### config.mk
export PLATFORM = sky130hd
export DESIGN_NAME = sips4_prog_loader
export DESIGN_NICKNAME = d
export VERILOG_FILES = /design/src/rtl/sips4_prog_loader.sv
export SDC_FILE = /design/constraint.sdc
export NUM_CORES = 1
export LEC_CHECK = 0
export ABC_AREA = 0
export CORE_MARGIN = 8
export CORE_UTILIZATION = 40
export CTS_CLUSTER_DIAMETER = 60
export DETAILED_ROUTE_END_ITERATION = 8
export SLEW_MARGIN = 20
export SYNTH_ARGS = -nofsm -noshare
export SYNTH_HDL_FRONTEND = slang
export SYNTH_SLANG_ARGS = --single-unit
### constraint.sdc
create_clock -name clk -period 3.1 [get_ports clk]
set_clock_uncertainty 0.15 [all_clocks]
set_input_delay 0.465 -clock clk [delete_from_list [all_inputs] [get_ports clk]]
set_output_delay 0.465 -clock clk [all_outputs]
set_load 0.1 [all_outputs]
### src/rtl/sips4_prog_loader.sv
// sips4_prog_loader
// Writer side of the SIPS4 16-bit instruction memory. Parses a framed byte
// stream (SYNC, N, {hi,lo} x N, CSUM), writes each word into program memory
// and releases the CPU only after a complete frame with a matching checksum.
// Every output is registered. Outputs and state are computed one cycle
// ahead in the combinational block and loaded by the state register block.

module sips4_prog_loader #(
  parameter int unsigned ADDR_W    = 4,
  parameter logic [7:0]  SYNC_BYTE = 8'hA5
) (
  input  logic              clk,
  input  logic              rst_n,
  input  logic              rx_valid,
  input  logic [7:0]        rx_data,
  output logic              rx_ready,
  output logic              imem_we,
  output logic [ADDR_W-1:0] imem_addr,
  output logic [15:0]       imem_wdata,
  output logic              cpu_run,
  output logic              done,
  output logic              err
);

  // One extra bit so a full-depth frame can count to 2**ADDR_W without
  // wrapping; the N byte is widened to 9 bits so N=0 can map to the depth.
  localparam int unsigned      DEPTH   = 2 ** ADDR_W;
  localparam int unsigned      CNT_W   = ADDR_W + 1;
  localparam logic [8:0]       DEPTH_N = 9'(DEPTH);
  localparam logic [CNT_W-1:0] ONE     = CNT_W'(1);

  typedef enum logic [2:0] {
    S_IDLE,
    S_COUNT,
    S_HI,
    S_LO,
    S_WRITE,
    S_CSUM,
    S_RUN
  } state_t;

  state_t            state, state_nxt;
  logic [7:0]        hi_byte, hi_nxt;
  logic [7:0]        csum, csum_nxt;
  logic [CNT_W-1:0]  word_idx, idx_nxt;
  logic [CNT_W-1:0]  word_total, total_nxt;

  logic              rx_ready_nxt;
  logic              we_nxt;
  logic [ADDR_W-1:0] addr_nxt;
  logic [15:0]       wdata_nxt;
  logic              run_nxt;
  logic              done_nxt;
  logic              err_nxt;

  logic              take;
  logic              is_sync;
  logic [8:0]        n_words;
  logic              n_bad;

  assign take    = rx_valid && rx_ready;
  assign is_sync = (rx_data == SYNC_BYTE);

  // Decode the count byte: zero means a full-depth program, anything larger than the depth is rejected.
  always_comb begin
    n_words = (rx_data == 8'd0) ? DEPTH_N : {1'b0, rx_data};
    n_bad   = (n_words > DEPTH_N);
  end

  // Frame parser: next state, next datapath registers and next registered outputs.
  always_comb begin
    state_nxt = state;
    hi_nxt    = hi_byte;
    csum_nxt  = csum;
    idx_nxt   = word_idx;
    total_nxt = word_total;
    we_nxt    = 1'b0;
    addr_nxt  = imem_addr;
    wdata_nxt = imem_wdata;
    run_nxt   = cpu_run;
    done_nxt  = 1'b0;
    err_nxt   = err;

    case (state)
      S_IDLE: begin
        if (take && is_sync) begin
          state_nxt = S_COUNT;
          run_nxt   = 1'b0;
          err_nxt   = 1'b0;
          idx_nxt   = '0;
          csum_nxt  = '0;
        end
      end

      S_COUNT: begin
        if (take) begin
          if (n_bad) begin
            err_nxt   = 1'b1;
            state_nxt = S_IDLE;
          end else begin
            total_nxt = n_words[CNT_W-1:0];
            state_nxt = S_HI;
          end
        end
      end

      S_HI: begin
        if (take) begin
          hi_nxt    = rx_data;
          csum_nxt  = csum + rx_data;
          state_nxt = S_LO;
        end
      end

      S_LO: begin
        if (take) begin
          csum_nxt  = csum + rx_data;
          we_nxt    = 1'b1;
          addr_nxt  = word_idx[ADDR_W-1:0];
          wdata_nxt = {hi_byte, rx_data};
          state_nxt = S_WRITE;
        end
      end

      S_WRITE: begin
        // The strobe is already on the outputs this cycle; just advance.
        idx_nxt   = word_idx + ONE;
        state_nxt = ((word_idx + ONE) == word_total) ? S_CSUM : S_HI;
      end

      S_CSUM: begin
        if (take) begin
          if (rx_data == csum) begin
            run_nxt   = 1'b1;
            done_nxt  = 1'b1;
            state_nxt = S_RUN;
          end else begin
            err_nxt   = 1'b1;
            state_nxt = S_IDLE;
          end
        end
      end

      S_RUN: begin
        if (take && is_sync) begin
          state_nxt = S_COUNT;
          run_nxt   = 1'b0;
          err_nxt   = 1'b0;
          idx_nxt   = '0;
          csum_nxt  = '0;
        end
      end

      default: begin
        state_nxt = S_IDLE;
      end
    endcase

    rx_ready_nxt = (state_nxt != S_WRITE);
  end

  // State register: loads every registered output and internal register, synchronous active-low reset.
  always_ff @(posedge clk) begin
    if (!rst_n) begin
      state      <= S_IDLE;
      hi_byte    <= '0;
      csum       <= '0;
      word_idx   <= '0;
      word_total <= '0;
      rx_ready   <= 1'b1;
      imem_we    <= 1'b0;
      imem_addr  <= '0;
      imem_wdata <= '0;
      cpu_run    <= 1'b0;
      done       <= 1'b0;
      err        <= 1'b0;
    end else begin
      state      <= state_nxt;
      hi_byte    <= hi_nxt;
      csum       <= csum_nxt;
      word_idx   <= idx_nxt;
      word_total <= total_nxt;
      rx_ready   <= rx_ready_nxt;
      imem_we    <= we_nxt;
      imem_addr  <= addr_nxt;
      imem_wdata <= wdata_nxt;
      cpu_run    <= run_nxt;
      done       <= done_nxt;
      err        <= err_nxt;
    end
  end

endmodule

# Word level (Yosys, flattened, before mapping)
# Index checks and enable logic that the tools add are counted.
# W data, S select, Z words.
# totals
ff_bits,54
latch_bits,0
ramBits,0
mem_bits_ro,0
in_bits,11
out_inout_bits,25
wordCells,78
n_memories,0
# op_classes
n_addsub,2
n_mul,0
div,0
magnitude_cmp,1
n_eq_ne,17
shifts,0
mux,26
bitwise_logic,1
n_reduce_logical,19
# ops
op,count
$mux W8,3
$mux W3,7
$pmux W3 S6,1
$pmux W8 S2,1
$ne A2 B2 Y1 const B,5
$pmux W5 S2,1
$eq A3 B3 Y1 const B,3
$mux W1,9
$reduce_and A3 Y1,3
$add A8 B8 Y8,1
$eq A8 B8 Y1,1
$eq A8 B8 Y1 const B,1
$gt A8 B5 Y1 const B,1
$logic_not A8 Y1,1
$reduce_and A2 Y1,4
$eq A3 B2 Y1 const B,2
$reduce_and A6 Y1,1
$reduce_bool A2 Y1,3
$add A5 B1 Y5 const B,1
$eq A5 B5 Y1,1
$mux W5,1
$ne A2 B1 Y1 const B,2
$reduce_and A4 Y1,1
$reduce_or A2 Y1,2
other kinds (9),10

# Longest topological paths before layout
# Gate-level depths: netlist (run 1).
# depth
ltp_word,7
mapped_depth,8
depth_no_buf,8

# Worst setup path before layout (run 1)
# OpenSTA, ideal clock, no wires.
# synth_path
path_type,register -> register
startpoint,register rx_ready
endpoint,register csum[2]
setup_time_ns,0.118
t_arrival_ns,2.385
required_ns,2.832
path_slack_ns,0.447
path_stages_with_launch,8
n_path_buf,1
synth_period_minus_slack_ns,2.653
path_cell_list,dfxtp_1 nand2_1 or4b_4 o31ai_4 o21ai_2 buf_6 a22oi_1 nor2b_1
# synth_between
elab_chain_cells,4
word_cells_on_any_way,5
cone_classes,eq/ne: 2; reduce/logical: 3
# synth_lines
item,line,source
start: declaration,16,"output logic rx_ready,"
start signal: assignment,183,rx_ready <= rx_ready_nxt;
$logic_and A1 B1 Y1 *,61,assign take = rx_valid && rx_ready;
$logic_and A1 B1 Y1,"86, 145",
$ne A2 B1 Y1 (no source line),n/a,
$reduce_and A3 Y1 (no source line) *,n/a,
end signal: assignment,180,csum <= csum_nxt;
end: declaration,44,"logic [7:0] csum, csum_nxt;"
# Every way passes the cells marked *; elsewhere a longest branch is shown, timed or not.
# A chain may end at the register's enable or synchronous reset.

# Final worst setup path (run 1)
# layout_path
startpoint,input rx_data[1]
endpoint,register csum[7]
# layout_between
elab_chain_cells,4
word_cells_on_any_way,7
cone_classes,add/sub: 1; eq/ne: 2; mux: 2; reduce/logical: 2
# layout_lines
item,line,source
start: declaration,15,"input logic [7:0] rx_data,"
"parallel branches: the longest is 4 deep, another holds $add A8 B8 Y8",n/a,
# Parallel ways; which one is timed is not known. The select of a mux whose other input is x is not followed.

==> results.md, run 1 <==
* RSZ-0062 raised after global routing: false
* Grt ovf at 0
* ANT nets after route at 0
* TritonCTS Sinks at 54
* Total iterations of the first detailed-routing run at 4
* Worst Hold Class: reg2reg
* Pwr Density at 375.7 mW/mm^2
* XOR/XNOR Fraction of Synth Area at 3.942%
* Num CTS Buffers at 5
* Input/output buffers at 35
* Worst setup EP type: flop
* Drt first-iter violations at 143
* Simple-Gate Fraction of Synth Area at 24.92%
* Layout cells sized above 1 at 14.78%
* Vias in the first global route at 2289
* Synth Cell Area at 0.002666 mm^2
* Compound-Gate Fraction of Synth Area at 18.30%
* Distinct cells, synth at 49
* Antenna Cells at 0
* Worst Tran Pin Value at 759.7 ps
* I/O pin count at 36
* Initial Util at 41.75%
* Synth Register Bits at 54
* First-pass GRT wire length at 11.34 mm
* Setup slack, reg-to-reg at 810 ps
* Reg-to-Reg End: imem_we
* Most frequent cell after synthesis: nand2_1
* CTS tree: yes
* Post-Synth Adder-Cell Area at 4.505%
* Post-synthesis mux area share at 4.927%
* End-of-flow core utilization at 49.49%
* Vias per Instance at 5.438
* Number of placement rows at 29
* Endpoint, Worst Hold: imem_wdata[9]
* Post-synthesis cell count at 307
* Clk_lat worst skew at 310 ps
* EDFF count, synth at 0
* Clock-pin slew on the worst setup and hold paths at 100 ps
* Async SR Flop Fraction at 0%
* CP max stage delay at 620 ps
* Worst setup path class: in2reg
* Hold Path Depth at 2
* Avg Cell Area, Syn at 8.685 um^2
* Die H at 97.65 um
* Yosys warnings at 0
* Hold Buf Count CTS at 0
* CP required at 3190 ps
* Endpoints failing hold at 0
* Reg2reg start: state[2]
* Worst Hold Launch: hi_byte[1]
* Total negative slack at 0 ps
* Post-cts resize count at 0
* Residual DRC at 0
* Cell depth of the worst flop-to-flop path at 5
* Leak Pwr at 0.001197 uW
* Max Cap Viol at 0
* Die ar. at 0.009535 mm^2
* Start point of the critical path: rx_data[1]
* Final setup viols at 0
* Nets at 364
* Maximum VDD drop at 0.2472 mV
* Final WL at 6.572 mm
* Fmax at 0.3775 GHz
* Die W at 97.65 um
* Syn-to-layout area delta at 18.54%
* Status: finished clean
* Sequential fraction of the synthesis area at 40.54%
* Post-CTS Setup Bufs at 0
* Core region area at 0.006386 mm^2
* Gpl congestion at 0.8978
* Final slew viol count at 0
* HPWL Detailed at 4.877 mm
* Commonest register cell after synthesis: dfxtp_1
* Largest family of logic cells by synthesized area: simple AND/OR/NAND/NOR gates
* Largest net degree at the start of global routing at 35
* H-tree level count at 2
* Post-Syn Nets at 327
* Vias at 2295
* Worst slew margin at 49.19%
* Root buffer cell: clkbuf_8
* Post-synth top cells: nand2_1, dfxtp_1, a21boi_0
* Yosys top cell by area: dfxtp_1
* Final period utilization at 85.44%
* Yosys top cell area share at 40.54%
* Synth top area cells: dfxtp_1, nand2_1, a21boi_0, nor2b_1, mux2i_1
* CP Data Arrival Time at 2730 ps
* Final min period at 2649 ps
* Critical Path, Cell by Cell: clkdlybuf4s50_1 -> ha_1 -> a21oi_1 -> o211ai_1 -> o41ai_1 -> xor2_1 -> mux2_2 -> a21boi_0
* Wire per inst at 15.57 um
* Initial antenna violation count at 0
* Largest buffer count on any clock path at 2
* Slowest CP cell: clkdlybuf4s50_1
* CP startpoint kind: input port
* Critical Path Fanout Max at 6
* Total GRT Usage at 14.03%
==> metrics by stage <==
stage | area (um^2) | instances | hold slack [ps] | total power [uW] | setup slack (ps)
finish | 3161 | 422 | 315.6 | 1187 | 451.3
CTS | 3161 | 422 | 323.0 | 1204 | 446.1
global placement | 3062 | 414 | 303.2 | 775.7 | 183.9
floorplan | 2666 | 307 | 284.5 | 741.7 | 446.5
detailed placement | 3062 | 414 | 308.1 | 775.9 | 111.2
global route | 3161 | 422 | 337.2 | 1239 | 234.8
==> power breakdown <==
| part | internal, uW | total (uW) | switching (uW) | leakage, uW |
|---|---|---|---|---|
| logic | 32.2 | 66.8 | 34.7 | 0.000715 |
| clock network | 185 | 428 | 243 | 0.0000478 |
| registers | 693 | 693 | 0.000505 | 0.000435 |
| total | 910 | 1190 | 278 | 0.00120 |
==> layout make-up <==
cell class | instances | area (um^2)
Inverter | 4 | 15.01
Tap cell | 77 | 96.34
Sequential cell | 54 | 1081
Clock inverter | 2 | 16.27
Clock buffer | 6 | 82.58
Fill cell | 642 | 3226
Multi-Input combinational cell | 235 | 1514
Timing Repair Buffer | 44 | 355.3
==> worst max path at each step <==
| stage | slack [ps] | cells past startpoint | end |
|---|---|---|---|
| finish | 450 | 8 | csum[7] |
| global route | 230 | 8 | csum[7] |
| CTS | 450 | 8 | csum[7] |
| detailed placement | 110 | 8 | csum[7] |
| global placement | 180 | 7 | csum[1] |
| floorplan | 450 | 7 | csum[2] |
==> per-layer routing <==
| metal | wire (um) | up-vias | track usage [%] |
|---|---|---|---|
| met5 | 0 | - | 0 |
| met4 | 53 | 0 | 3.613 |
| met3 | 209 | 5 | 2.774 |
| li1 | - | 1142 | - |
| met1 | 3234 | 1106 | 18.67 |
| met2 | 3076 | 42 | 22.35 |
==> cells by family (layout without fill, tap and decap cells) <==
| family | Yosys count | in the layout |
|---|---|---|
| compound gates | 65 | 65 |
| xor+xnor | 12 | 12 |
| fa+ha+maj | 9 | 9 |
| buf+inv | 18 | 56 |
| flops | 54 | 54 |
| mux | 13 | 13 |
| simple gates | 136 | 136 |
==> flip-flops by register name, indices dropped and copies added (netlist names) <==
| register | cells |
|---|---|
| imem_wdata | 16 |
| csum | 8 |
| hi_byte | 8 |
| word_idx | 5 |
| word_total | 5 |
| imem_addr | 4 |
| state | 3 |
| cpu_run | 1 |
| done | 1 |
| err | 1 |
| imem_we | 1 |
| rx_ready | 1 |
==> critical path, delay by kind of cell <==
family	cells	cell delay, ps
AO/OA/AOI/OAI	4	800
multiplexers	1	340
XOR/XNOR	1	210
buffers and inverters	1	620
adder cells (fa/ha/maj)	1	290
==> cell usage in the layout, fill, tap and decap left out, drive strengths merged, types with 8 or more instances in the layout <==
| cell type | netlist | final |
|---|---|---|
| nor2 | 14 | 14 |
| nand2 | 60 | 60 |
| buf | 2 | 34 |
| nand3 | 11 | 11 |
| clkdlybuf4s50 | 0 | 10 |
| mux2i | 12 | 12 |
| nor2b | 20 | 20 |
| a21boi | 25 | 25 |
| dfxtp | 54 | 54 |
| nor3 | 10 | 10 |
| ha | 8 | 8 |
Power figures use the tool's default switching activity.
==> run 2, diff against run 1 <==
--- a/config.mk
+++ b/config.mk
@@ -7,9 +7,10 @@
 export LEC_CHECK = 0
 export ABC_AREA = 0
 export CORE_MARGIN = 8
-export CORE_UTILIZATION = 40
+export CORE_UTILIZATION = 55
 export CTS_CLUSTER_DIAMETER = 60
 export DETAILED_ROUTE_END_ITERATION = 8
+export PLACE_DENSITY = 0.8
 export SLEW_MARGIN = 20
 export SYNTH_ARGS = -nofsm -noshare
 export SYNTH_HDL_FRONTEND = slang
==> run 2 against run 1 <==
Effect of this change: final cell count decreased by 5.2%; design area about the same; combinational power about the same; critical path depth unchanged; via count increased by 1.2%; highest routed layer unchanged; hold slack worse by 3.7 ps; die area down 23%; wire length decreased by 8.2%.
==> results.md, run 2 (synthesis results as in run 1) <==
* Reg2reg start: csum[1] (was state[2])
* Nets at 365 (was 364)
* Initial Util at 56.83% (was 41.75%)
* Worst Tran Pin Value at 603.5 ps (was 759.7 ps)
* Endpoints failing hold at 0 (unchanged)
* Non-filler instance count after layout at 400 (was 422)
* Core region area at 0.004692 mm^2 (was 0.006386 mm^2)
* Gpl congestion at 0.8850 (was 0.8978)
* CTS tree: yes (unchanged)
* Clock-pin slew on the worst setup and hold paths at 100 ps (about the same)
* Most frequent cells in the layout: nand2_1, dfxtp_1, buf_4 (unchanged)
* Vias in the first global route at 2259 (was 2289)
* Vias per Instance at 5.805 (was 5.438)
* Max reg flops at 16 (unchanged)
* Die H at 85.63 um (was 97.65 um)
* CP required at 3200 ps (was 3190 ps)
* HPWL Detailed at 4.425 mm (was 4.877 mm)
* Maximum VDD drop at 0.2609 mV (was 0.2472 mV)
* Die ar. at 0.007332 mm^2 (was 0.009535 mm^2)
* Critical Path, Cell by Cell: clkdlybuf4s50_1 -> ha_1 -> a21oi_1 -> o211ai_1 -> o41ai_1 -> xor2_1 -> mux2_2 -> a21boi_0 (unchanged)
* WP depth at 8 (unchanged)
* TritonCTS Sinks at 54 (unchanged)
* First-pass GRT wire length at 10.42 mm (was 11.34 mm)
* Drt first-iter violations at 188 (was 143)
* Clk_lat worst skew at 310 ps (about the same)
* Fill cells at 403 (was 642)
* Hold Buf Count CTS at 0 (unchanged)
* Grt ovf at 0 (unchanged)
* H-tree level count at 2 (unchanged)
* Residual DRC at 0 (unchanged)
* Start point of the critical path: rx_data[1] (unchanged)
* Largest buffer count on any clock path at 2 (unchanged)
* Worst Hold Class: reg2reg (unchanged)
* CP delay by family, top: compound AO/OA/AOI/OAI gates (unchanged)
* Number of instances in the placed design at 392 (was 414)
* Pwr Density at 396.5 mW/mm^2 (was 375.7 mW/mm^2)
* Final WL at 6.031 mm (was 6.572 mm)
* Setup crit end: csum[7] (unchanged)
* Total GRT Usage at 17.14% (was 14.03%)
* Biggest register: imem_wdata (unchanged)
* Total iterations of the first detailed-routing run at 4 (unchanged)
* CP startpoint kind: input port (unchanged)
* Number of placement rows at 25 (was 29)
* Post-CTS Setup Bufs at 0 (unchanged)
* Critical Path Fanout Max at 4 (was 6)
* Num CTS Buffers at 5 (unchanged)
* Leak Pwr at 0.001211 uW (was 0.001197 uW)
* Worst slew margin at 59.64% (was 49.19%)
* Worst Hold Launch: csum[0] (was hi_byte[1])
* Final setup viols at 0 (unchanged)
* Biggest regs: imem_wdata (16), csum (8), hi_byte (8) (unchanged)
* Final min period at 2616 ps (was 2649 ps)
* Final period utilization at 84.40% (was 85.44%)
* Vias at 2322 (was 2295)
* Crit path buf inv count at 1 (unchanged)
* Largest net degree at the start of global routing at 37 (was 35)
* Slowest CP cell: clkdlybuf4s50_1 (unchanged)
* Root buffer cell: clkbuf_8 (unchanged)
* Syn-to-layout area delta at 18.44% (was 18.54%)
* Input/output buffers at 35 (unchanged)
* Most common cell after layout, fill and taps aside: nand2_1 (unchanged)
* Reg-to-Reg End: csum[7] (was imem_we)
* CP Data Arrival Time at 2720 ps (was 2730 ps)
* Layout cells sized above 1 at 15.03% (was 14.78%)
* Wire per inst at 15.08 um (was 15.57 um)
* Final slew viol count at 0 (unchanged)
* I/O pin count at 36 (unchanged)
* Fmax at 0.3822 GHz (was 0.3775 GHz)
* Die W at 85.63 um (was 97.65 um)
* Setup slack, reg-to-reg at 780 ps (was 810 ps)
* Cell depth of the worst flop-to-flop path at 7 (was 5)
* Worst setup EP type: flop (unchanged)
* ANT nets after route at 0 (unchanged)
* Max Cap Viol at 0 (unchanged)
* Status: finished clean (unchanged)
* Worst setup path class: in2reg (unchanged)
* Total negative slack at 0 ps (unchanged)
* Post-cts resize count at 0 (unchanged)
* Initial antenna violation count at 0 (unchanged)
* Antenna Cells at 0 (unchanged)
* CP max stage delay at 500 ps (was 620 ps)
* RSZ-0062 raised after global routing: false (unchanged)
[run 2: final cells by class]
type	instances	area [um^2]	share of cell area [%]
Timing Repair Buffer	45	362.8	11.49
Clock inverter	3	48.80	1.545
Clock buffer	5	68.82	2.179
Inverter	4	15.01	0.4754
Sequential cell	54	1081	34.23
Tap cell	54	67.56	2.139
Multi-Input combinational cell	235	1514	47.94
[run 2: stage by stage]
step | hold WS (ps) | utilization [%] | area, um^2 | total power [uW] | setup WS [ps]
5_1_grt | 340.7 | 67.31 | 3158 | 1294 | 340.6
6_report | 311.9 | 67.31 | 3158 | 1252 | 483.7
2_1_floorplan | 284.5 | - | 2666 | 741.7 | 446.5
3_5_place_dp | 297.2 | 64.80 | 3040 | 775.4 | 157.2
3_3_place_gp | 297.9 | 64.80 | 3040 | 774.8 | 237.0
4_1_cts | 312.2 | 67.31 | 3158 | 1264 | 472.6
[run 2: worst min-delay path, stage by stage (launching register included)]
cell and delay [ps]:
dfxtp_1 330, nand2_1 50, a21boi_1 50
[run 2: where the power goes]
part           internal, uW  leakage (uW)  switching [uW]  total [uW]
Clock                   246     0.0000563             246         492
Sequential              693      0.000435        0.000515         693
Combinational          32.9      0.000720            33.9        66.7
[run 2: per-layer routing]
metal | GRT usage, % | up-vias | wire [um]
met5 | 0 | - | 0
met4 | 5.573 | 0 | 95
met3 | 3.820 | 13 | 269
met2 | 29.34 | 58 | 2969
met1 | 20.64 | 1103 | 2697
li1 | - | 1148 | -
[run 2: worst min path at each step]
stage | slack [ps] | to | depth (start not counted)
2_1_floorplan | 280 | csum[0] | 2
3_3_place_gp | 300 | csum[0] | 2
3_5_place_dp | 300 | csum[0] | 2
4_1_cts | 310 | csum[0] | 2
5_1_grt | 340 | imem_wdata[9] | 2
6_report | 310 | csum[0] | 2
